[src/rtl/lbist_pkg.sv]
// Shared LBIST definitions: controller states, default MISR width and feedback polynomial.
package lbist_pkg;

  typedef enum logic [1:0] {
    IDLE = 2'd0,
    RUN  = 2'd1,
    DONE = 2'd2
  } state_t;

  localparam int MISR_WIDTH_DEFAULT = 65;

  // x^65 + x^18 + 1 (primitive trinomial): taps on bits 0 and 18 of the right-shifting register
  localparam logic [64:0] MISR_POLY_DEFAULT = 65'h0_0000_0000_0004_0001;

endpackage

[src/rtl/misr_core.sv]
// MISR signature register: Fibonacci feedback, right shift, one response folded per enable.
module misr_core
  import lbist_pkg::*;
#(
  parameter int               WIDTH = MISR_WIDTH_DEFAULT,
  parameter logic [WIDTH-1:0] POLY  = WIDTH'(MISR_POLY_DEFAULT),
  parameter logic [WIDTH-1:0] SEED  = '0
) (
  input  logic             clk,
  input  logic             reset,
  input  logic             i_load,
  input  logic [WIDTH-1:0] i_load_val,
  input  logic             i_en,
  input  logic [WIDTH-1:0] i_d,
  output logic [WIDTH-1:0] o_sig_next,
  output logic [WIDTH-1:0] o_sig
);

  logic [WIDTH-1:0] r_sig;
  logic             w_fb;

  assign w_fb = ^(r_sig & POLY);

  genvar gi;
  generate
    for (gi = 0; gi < WIDTH - 1; gi++) begin : g_shift
      assign o_sig_next[gi] = r_sig[gi+1] ^ i_d[gi];
    end
  endgenerate
  assign o_sig_next[WIDTH-1] = w_fb ^ i_d[WIDTH-1];

  // Load takes priority so a session restart never folds in a stray beat
  always_ff @(posedge clk or posedge reset) begin
    if (reset)       r_sig <= SEED;
    else if (i_load) r_sig <= i_load_val;
    else if (i_en)   r_sig <= o_sig_next;
  end

  assign o_sig = r_sig;

endmodule

[src/rtl/misr_compactor.sv]
// LBIST response compactor: MISR plus IDLE/RUN/DONE run controller and golden compare.
// Optional build macro MISR_XMASK_EN adds i_x_mask to zero X-source response bits.
module misr_compactor
  import lbist_pkg::*;
#(
  parameter int               WIDTH      = MISR_WIDTH_DEFAULT,
  parameter logic [WIDTH-1:0] POLY       = WIDTH'(MISR_POLY_DEFAULT),
  parameter logic [WIDTH-1:0] SEED       = '0,
  parameter int               N_PATTERNS = 1024,
  parameter logic [WIDTH-1:0] GOLDEN     = '0,
  parameter int               CNT_W      = 16
) (
  input  logic             clk,
  input  logic             reset,
  input  logic             i_start,
  input  logic             i_resp_valid,
  input  logic [WIDTH-1:0] i_resp_data,
`ifdef MISR_XMASK_EN
  input  logic [WIDTH-1:0] i_x_mask,
`endif
  output logic             o_busy,
  output logic             o_done,
  output logic             o_pass,
  output logic [WIDTH-1:0] o_signature,
  output logic [CNT_W-1:0] o_pat_count
);

  state_t           r_state;
  state_t           w_state_next;
  logic [CNT_W-1:0] r_pat_count;
  logic             r_pass;
  logic             w_start_ok;
  logic             w_beat;
  logic             w_last;
  logic [WIDTH-1:0] w_d;
  logic [WIDTH-1:0] w_sig_next;

`ifdef MISR_XMASK_EN
  assign w_d = i_resp_data & ~i_x_mask;
`else
  assign w_d = i_resp_data;
`endif

  assign w_start_ok = i_start && ((r_state == IDLE) || (r_state == DONE));
  assign w_beat     = (r_state == RUN) && i_resp_valid;
  assign w_last     = w_beat && (r_pat_count == CNT_W'(N_PATTERNS - 1));

  always_ff @(posedge clk or posedge reset) begin
    if (reset) r_state <= IDLE;
    else       r_state <= w_state_next;
  end

  always_comb begin
    w_state_next = r_state;
    case (r_state)
      IDLE:    if (w_start_ok) w_state_next = RUN;
      RUN:     if (w_last)     w_state_next = DONE;
      DONE:    if (w_start_ok) w_state_next = RUN;
      default: w_state_next = IDLE;
    endcase
  end

  always_comb begin
    o_busy = 1'b0;
    o_done = 1'b0;
    case (r_state)
      RUN:     o_busy = 1'b1;
      DONE:    o_done = 1'b1;
      default: ;
    endcase
  end

  // Counter stops at N_PATTERNS because beats are only honoured in RUN
  always_ff @(posedge clk or posedge reset) begin
    if (reset) begin
      r_pat_count <= '0;
      r_pass      <= 1'b0;
    end else begin
      if (w_start_ok)  r_pat_count <= '0;
      else if (w_beat) r_pat_count <= r_pat_count + 1'b1;
      if (w_start_ok)  r_pass <= 1'b0;
      else if (w_last) r_pass <= (w_sig_next == GOLDEN);
    end
  end

  misr_core #(
    .WIDTH (WIDTH),
    .POLY  (POLY),
    .SEED  (SEED)
  ) u_core (
    .clk        (clk),
    .reset      (reset),
    .i_load     (w_start_ok),
    .i_load_val (SEED),
    .i_en       (w_beat),
    .i_d        (w_d),
    .o_sig_next (w_sig_next),
    .o_sig      (o_signature)
  );

  assign o_pass      = r_pass;
  assign o_pat_count = r_pat_count;

endmodule

[config.mk]
export PLATFORM = sky130hd
export DESIGN_NAME = misr_compactor
export DESIGN_NICKNAME = d
export VERILOG_FILES = /design/src/rtl/lbist_pkg.sv /design/src/rtl/misr_core.sv /design/src/rtl/misr_compactor.sv
export SDC_FILE = /design/constraint.sdc
export NUM_CORES = 1
export LEC_CHECK = 0
export ABC_AREA = 1
export CELL_PAD_IN_SITES_DETAIL_PLACEMENT = 0
export CELL_PAD_IN_SITES_GLOBAL_PLACEMENT = 2
export CORE_UTILIZATION = 27
export CTS_BUF_LIST = sky130_fd_sc_hd__clkbuf_4 sky130_fd_sc_hd__clkbuf_8
export DETAILED_ROUTE_END_ITERATION = 8
export PLACE_DENSITY_LB_ADDON = 0.05
export SKIP_LAST_GASP = 1
export SYNTH_ARGS = -nofsm -noshare
export SYNTH_HDL_FRONTEND = slang
export SYNTH_HIERARCHICAL = 1
export SYNTH_SLANG_ARGS = --single-unit
[constraint.sdc]
create_clock -name clk -period 2.5 [get_ports clk]
set_input_delay 0.5 -clock clk [delete_from_list [all_inputs] [get_ports clk]]
set_output_delay 0.5 -clock clk [all_outputs]
set_load 0.1 [all_outputs]
Yosys cells after proc, flatten, opt, wreduce, memory -nomap -nowiden

Index checks and enable logic that the tools add are counted.

Register bits after elaboration: 84
Input port bits: 69
Output and inout bits: 84
Logic and storage cells: 97

Add/sub/neg operators: 1
Eq/ne operators: 5
Multiplexer cells: 11
Bitwise gates (word level): 65
Reductions and logical operators: 11

Operator list:

| cell                                                  | number |
|---|---|
| 2-to-1 mux 65 bit                                     | 2 |
| logical NOT 65 bit                                    | 1 |
| parity 65 bit                                         | 1 |
| XOR 1 bit                                             | 65 |
| 2-to-1 mux 16 bit                                     | 2 |
| adder 16 x 1 -> 16 bit, second input constant         | 1 |
| equality test 16 x 10 -> 1 bit, second input constant | 1 |
| 2-to-1 mux 1 bit                                      | 4 |
| 2-to-1 mux 2 bit                                      | 2 |
| case mux 2 bit (2 select lines)                       | 1 |
| nonzero test 2 bit                                    | 2 |
| logical AND 1 bit                                     | 3 |
| equality test 2 x 1 -> 1 bit, second input constant   | 1 |
| equality test 2 bit, second input constant            | 1 |
| logical NOT 2 bit                                     | 1 |
| inequality test 2 x 1 -> 1 bit, second input constant | 1 |
| inequality test 2 bit, second input constant          | 1 |
| AND reduction 2 bit                                   | 1 |
| OR reduction 2 bit                                    | 1 |
| logical OR 1 bit                                      | 1 |

Longest topological paths before layout

Gate-level depths: netlist (run 1).

Depth after elaboration: 5
Gate-level depth with buffers: 12
Depth with buffers taken out: 12

Cells and area by module

The synthesis (run 1) kept the hierarchy.

By module, submodules not included:

| module         | times used | cells each | area an instance (um^2) | seq. area each (um^2) |
|---|---|---|---|---|
| misr_core      | 1          | 358        | 3433.3                  | 1626.6 |
| misr_compactor | 1          | 209        | 1322.5                  | 475.5 |

Least setup slack after synthesis (run 1)

OpenSTA, ideal clock, no wires.

Kind: reg-to-output
Start: register r_state[1]
End: output o_done
Data arrival time: 1699 ps
Setup slack: 301 ps
Cell stages (with the launch flop): 3
Buffers on the path: 0
Cell sequence: dfrtp_1 inv_1 nor2_1

Cells in the longest elaborated chain, start to end: 2

RTL lines:

| what                   | RTL line             | text |
|---|---|---|
| from (decl)            | misr_compactor.sv:28 | `state_t r_state;` |
| from (signal assigned) | misr_compactor.sv:50 | `else r_state <= w_state_next;` |
| equality test 2 bit    | misr_compactor.sv:66 | `case (r_state)` |
| 2-to-1 mux 1 bit       | misr_compactor.sv:66 |  |
| to (decl)              | misr_compactor.sv:22 | `output logic o_done,` |

Every way passes these cells.

Worst setup path in the final report (run 1)

Start: input i_resp_data[0]
End: register r_pass (netlist: o_pass)

Cells in the longest elaborated chain, start to end: 4

RTL lines:

| what                 | RTL line             | text |
|---|---|---|
| from (decl)          | misr_compactor.sv:17 | `input logic [WIDTH-1:0] i_resp_data,` |
| XOR 1 bit            | misr_core.sv:27      | `assign o_sig_next[gi] = r_sig[gi+1] ^ i_d[gi];` |
| net w_sig_next[0]    | misr_compactor.sv:36 | `logic [WIDTH-1:0] w_sig_next;` |
| logical NOT 65 bit   | misr_compactor.sv:82 | `else if (w_last) r_pass <= (w_sig_next == GOLDEN);` |
| 2-to-1 mux 1 bit     | misr_compactor.sv:82 |  |
| 2-to-1 mux 1 bit     | misr_compactor.sv:81 | `if (w_start_ok) r_pass <= 1'b0;` |
| to (signal assigned) | misr_compactor.sv:82 |  |
| to (decl)            | misr_compactor.sv:31 | `logic r_pass;` |

The timed path passes the listed nets, and every way through them passes these cells. The select of a mux whose other input is x is not followed.
A chain may end at the register's enable or synchronous reset.

==> metrics.csv, run 1 <==
stage;metric;value;unit
status;status;finished clean;
die;# IOs;153;
placement;# port buffers;152;
clock_network;Post-CTS Setup Inserts;0;
min_path;HP Class;primary input to async pin;
detailed_routing;Detailed Route Iter0 Violations;170;
clock_network;Root Buffer Master;clkbuf_8;
grt;GRT Resource Usage Total;15.8;%
clock_network;Num CTS Buffers;9;
die;Site Rows;48;
clock_network;PostCTS Resize Cnt;0;
yosys;synthesized area;4760;sq um
detailed_routing;antenna viol nets, final;0;
critical_path;Crit Path Class;primary input to flip-flop;
placement;Place WS;198;ps
grt;initial antenna violation count;0;
power_and_ir_drop;internal power;3.71;mW
clock_network;Sink Count;84;
detailed_routing;routed via count;4310;
sta;Slew Viols, Final;0;
grt;vias in the first global route;4311;
job;max-cap violations;0;
yosys;Mapped Cells;567;
critical_path;r2r setup slk;710;ps
power_and_ir_drop;worst vdd ir;790;uV
sta;final hold violation count;0;
power_and_ir_drop;cell area power density;1340;nW/um^2
yosys;Ys Warns;6;
sta;Fmax;540;MHz
clock_network;clk slew on worst S/H paths;80;ps
detailed_routing;DR WL/cell;13.6;um
critical_path;reg2reg start;r_state[0]$_DFFE_PP0P_;
detailed_routing;final wirelength;13800;um
yosys;share of the synthesized area in the top cell type;44.2;%
clock_network;Max Root-Sink Buffers;2;
grt;largest net degree at the start of global routing;46;
die;die height;135;um
detailed_routing;detailed-route DRC error count;0;
die;Die W;135;um
critical_path;Critical Path Sink Type;flip-flop;
die;CORE AREA;17200;sq um
clock_network;CTS tree;done;
clock_network;H-tree Lvls;3;
critical_path;Reg2Reg Capture Point;u_core/o_sig[46]$_DFFE_PP0P_;
sta;final setup violation count;0;
layout;# nets final;856;
grt;first-pass GRT wire length;22400;um
yosys;Synth area leaders;dfrtp_1 (44%), xnor2_1 (12%), a22oi_1 (10%), inv_1 (7.3%), o21ai_1 (5.9%);
sta;worst setup margin;648;ps
die;DIE AREA;18100;sq um
yosys;synth unique cells;32;
power_and_ir_drop;P_leak;3.26;nW
detailed_routing;via/cell ratio;4.25;
critical_path;reg2reg path depth;9;
die;initial core utilization;27.6;%
yosys;Seq/Total Area, Yosys;44.2;%
critical_path;Setup crit start kind;primary input;
grt;grt ovf;0;
power_and_ir_drop;sw frac;59.3;%
layout;Ant. Diodes;0;
yosys;FF+latch count, synth;84;
layout;most common cell after layout, fill and taps aside;buf_4;
detailed_routing;1st-pass router iterations;4;
yosys;post-synth top area cell;dfrtp_1;
power_and_ir_drop;Switch Pwr;5.40;mW
layout;synthesis-to-layout area growth;43.0;%
clock_network;CTS hold repair buffers;0;
sta;max_slew headroom;64.2;%
sta;Tmin final;1850;ps
power_and_ir_drop;clock share of power;11.5;%
critical_path;CP required;2790;ps
sta;clk_skew;6.20;ps
critical_path;arrival time at the worst endpoint;2140;ps
sta;TNS Setup;0;ps
layout;layout cells sized above 1;16.2;%
clock_network;Worst-Skew Late Latency;360;ps
sta;RSZ-0062 raised after global routing;false;
power_and_ir_drop;share of power burned in registers;25.3;%
placement;detailed placement HPWL;10000;um
critical_path;Crit Path Max Fanout;2;
placement;GP Congestion;0.750;
power_and_ir_drop;Gate power share;63.1;%
yosys;syn_area_per_cell;8.39;sq um
sta;fin crit share;74.1;%
layout;most frequent cells in the layout;buf_4 (95), inv_1 (92), dfrtp_1 (84);
sta;worst-margin pin slew;537;ps
metrics by stage:
stage	power (mW)	util, %	area, sq um	hold slack, ps	cells
6_report	9.11	39.4	6800	406	1015
5_1_grt	9.60	39.4	6800	409	1015
4_1_cts	9.23	39.4	6800	386	1015
3_5_place_dp	8.11	38.2	6590	534	1000
3_3_place_gp	8.11	38.2	6590	528	1000
2_1_floorplan	6.79	-	5000	451	631
power groups by stage:
stage                     registers [mW]  logic, mW  clock network [mW]
after detailed placement            2.33       5.78                   0
after CTS                           2.32       5.79                1.12
after global routing                2.39       6.05                1.16
after floorplan                     5.49       1.30                   0
final                               2.31       5.75                1.05
after global placement              2.33       5.78                   0
cell families after synthesis:
| family | synth area share [%] |
|---|---|
| xor+xnor | 11.8 |
| compound gates | 19.0 |
| flops | 44.2 |
| buf+inv | 10.6 |
| other cells | 0.0789 |
| fa+ha+maj | 0.263 |
| simple gates | 14.0 |
critical path, cell delays in order:
cell and delay (ps):
clkdlybuf4s50_1 420, xnor2_1 300, inv_1 60, or2_2 270, nor2_1 120, nand3_1 120, nor2_1 140, nand2_1 80
a21oi_1 120
cell type report:
class / count / area, sq um
clock buffers: 14 / 180
clock inverters: 1 / 30.0
fillers: 1778 / 10400
inverters: 98 / 368
multi-input cells: 428 / 2400
flip-flops and latches: 84 / 2100
well taps: 225 / 282
repair buffers: 165 / 1430
worst max path at each step:
stage,start,endpoint,slack (ps),depth (start not counted)
floorplan,r_state[1]$_DFFE_PP0P_,o_done,300,2
global placement,i_resp_data[0],o_pass$_DFFE_PP0P_,210,9
detailed placement,i_resp_data[0],o_pass$_DFFE_PP0P_,200,9
CTS,i_resp_data[0],o_pass$_DFFE_PP0P_,590,9
global route,i_resp_data[1],o_pass$_DFFE_PP0P_,480,9
finish,i_resp_data[0],o_pass$_DFFE_PP0P_,650,9
registers in the layout, summed over array words and instances (netlist names):
register / flops
u_core/o_sig: 65
o_pat_count: 16
o_pass: 1
r_state: 2
layer usage:
layer,GRT usage [%],wire length (um)
met3,2.74,571
met2,25.1,6420
met5,0,0
met4,5.62,188
met1,21.4,6600
cells in the mapped netlist:
master and n:
inv_1 93, dfrtp_1 84, a22oi_1 65, xnor2_1 64, nor2_1 63, nand2_1 57, o21ai_1 56, o21ai_0 18
nand3_1 14, buf_2 9, a21oi_1 7, buf_6 5, clkbuf_2 5, inv_2 3, nand4_1 3, nor2_4 3
clkinv_1 2, nor3_1 2, and2_1 1, and3_1 1, buf_4 1, clkbuf_1 1, conb_1 1, ha_1 1
nand2_4 1, nand3_2 1, nand4_2 1, nor2_2 1, nor3_2 1, nor3_4 1, o211a_1 1, or2_2 1
Power figures use the tool's default switching activity.
==> run 2, diff against run 1 <==
Settings changed: CORE_UTILIZATION 27 to 25.
Clock period 2.5 ns to 1.7 ns, I/O delays scaled along.
==> metrics.csv, run 2 (synthesis gave the netlist of run 1 again) <==
stage;metric;value;unit
critical_path;arrival time at the worst endpoint;1270;ps
die;CORE AREA;18700;sq um
clock_network;Root Buffer Master;clkbuf_8;
die;Site Rows;50;
critical_path;Crit. Startpoint;r_state[0]$_DFFE_PP0P_;
detailed_routing;routed via count;4627;
grt;GRT Resource Usage Total;15.6;%
sta;Fmax;623;MHz
critical_path;Setup crit start kind;flip-flop;
critical_path;Critical Path Sink Type;primary output;
detailed_routing;DR WL/cell;13.7;um
layout;most frequent cells in the layout;buf_12 (92), inv_1 (90), clkdlybuf4s50_1 (68), buf_4 (68), dfrtp_1 (67);
grt;initial antenna violation count;0;
clock_network;Num CTS Buffers;9;
clock_network;Sink Count;84;
die;DIE AREA;19600;sq um
grt;grt ovf;0;
sta;final setup violation count;0;
grt;largest net degree at the start of global routing;50;
sta;final hold violation count;0;
clock_network;H-tree Lvls;3;
sta;clk_skew;11.7;ps
sta;Slew Viols, Final;0;
layout;most common cell after layout, fill and taps aside;buf_12;
clock_network;CTS hold repair buffers;0;
status;status;finished clean;
detailed_routing;1st-pass router iterations;4;
grt;vias in the first global route;4691;
detailed_routing;detailed-route DRC error count;0;
layout;layout cells sized above 1;28.2;%
clock_network;Worst-Skew Late Latency;370;ps
critical_path;reg2reg path depth;9;
sta;max_slew headroom;59.4;%
placement;GP Congestion;0.775;
layout;Final Non-Filler Cells;1088;
critical_path;r2r setup slk;150;ps
layout;max reg flops;65;
layout;Ant. Diodes;0;
die;# IOs;153;
sta;fin crit share;94.4;%
clock_network;CTS tree;done;
critical_path;CP required;1360;ps
placement;# port buffers;152;
detailed_routing;antenna viol nets, final;0;
clock_network;clk slew on worst S/H paths;80;ps
sta;worst-margin pin slew;609;ps
power_and_ir_drop;worst vdd ir;1030;uV
die;die height;140;um
sta;TNS Setup;0;ps
layout;# nets final;919;
power_and_ir_drop;P_leak;4.03;nW
critical_path;Crit Path Max Fanout;3;
clock_network;Max Root-Sink Buffers;2;
min_path;HP Class;primary input to async pin;
critical_path;reg2reg start;r_state[0]$_DFFE_PP0P_;
grt;first-pass GRT wire length;23900;um
detailed_routing;via/cell ratio;4.25;
die;Die W;140;um
power_and_ir_drop;cell area power density;1930;nW/um^2
placement;detailed placement HPWL;10800;um
detailed_routing;Detailed Route Iter0 Violations;126;
critical_path;CP endpoint;o_busy;
critical_path;Reg2Reg Capture Point;u_core/o_sig[11]$_DFFE_PP0P_;
job;max-cap violations;0;
power_and_ir_drop;total power;16.8;mW
critical_path;Crit Path Class;flip-flop to primary output;
layout;synthesis-to-layout area growth;82.3;%
placement;DP Cell Count;1068;
detailed_routing;final wirelength;14900;um
die;initial core utilization;25.4;%
sta;Tmin final;1610;ps
-- run 2: cell count changes in the layout (fill, tap and decap cells not counted), moves of 6 or more --
cell     delta
o21ai_1    +10
dfrtp_2    +16
nor2_2      +6
o21ai_0    -10
nor2_1      -6
buf_4      -27
xnor2_2    +21
dfrtp_1    -17
xnor2_1    -21
buf_12     +90
-- run 2: metal layers --
layer	track usage, %	vias to the layer above	wire length (um)	share of wire (%)
li1	-	2347	-	-
met1	19.9	2170	6840	46
met2	26.2	98	7220	48
met3	2.91	12	650	4.4
met4	5.55	0	202	1.4
met5	0	-	0	0
-- run 2: critical path: stages (launching register included) --
cell     delay, ps
dfrtp_1        440
inv_2           70
nor2_4         190
buf_12         200
-- run 2: cell type report --
cell class	instances	area, sq um
well taps	234	293
multi-input cells	428	2600
inverters	98	374
flip-flops and latches	84	2130
fillers	1831	10000
clock inverters	4	97.6
repair buffers	228	3030
clock buffers	12	153
-- run 2: what timing repair did --
item	in CTS	in global routing
resized for setup	0	34
setup buffers	0	4
endpoints found under the setup margin	0	1
hold endpoints to repair	0	0
-- run 2: through the flow --
stage	area [sq um]	hold WS, ps	worst slack, ps	utilization (%)
2_1_floorplan	5070	291	-242	-
3_3_place_gp	8210	531	-231	43.9
3_5_place_dp	8210	538	-256	43.9
4_1_cts	8460	176	49.6	45.2
5_1_grt	8670	200	-12.8	46.4
6_report	8670	207	94.9	46.4
-- run 2: worst min-delay path by stage --
stage	to	slack (ps)	from
2_1_floorplan	o_pass$_DFFE_PP0P_	290	reset
3_3_place_gp	o_pat_count[8]$_DFFE_PP0P_	530	o_pat_count[8]$_DFFE_PP0P_
3_5_place_dp	o_pat_count[8]$_DFFE_PP0P_	540	o_pat_count[8]$_DFFE_PP0P_
4_1_cts	o_pass$_DFFE_PP0P_	180	reset
5_1_grt	o_pass$_DFFE_PP0P_	200	reset
6_report	o_pass$_DFFE_PP0P_	210	reset
-- run 2: power breakdown --
group	switching (mW)	leakage [nW]	internal [mW]	total, mW
clock network	0.779	0.124	1.05	1.83
logic	6.73	2.89	4.44	11.2
registers	1.10	1.02	2.68	3.78
total	8.60	4.03	8.16	16.8
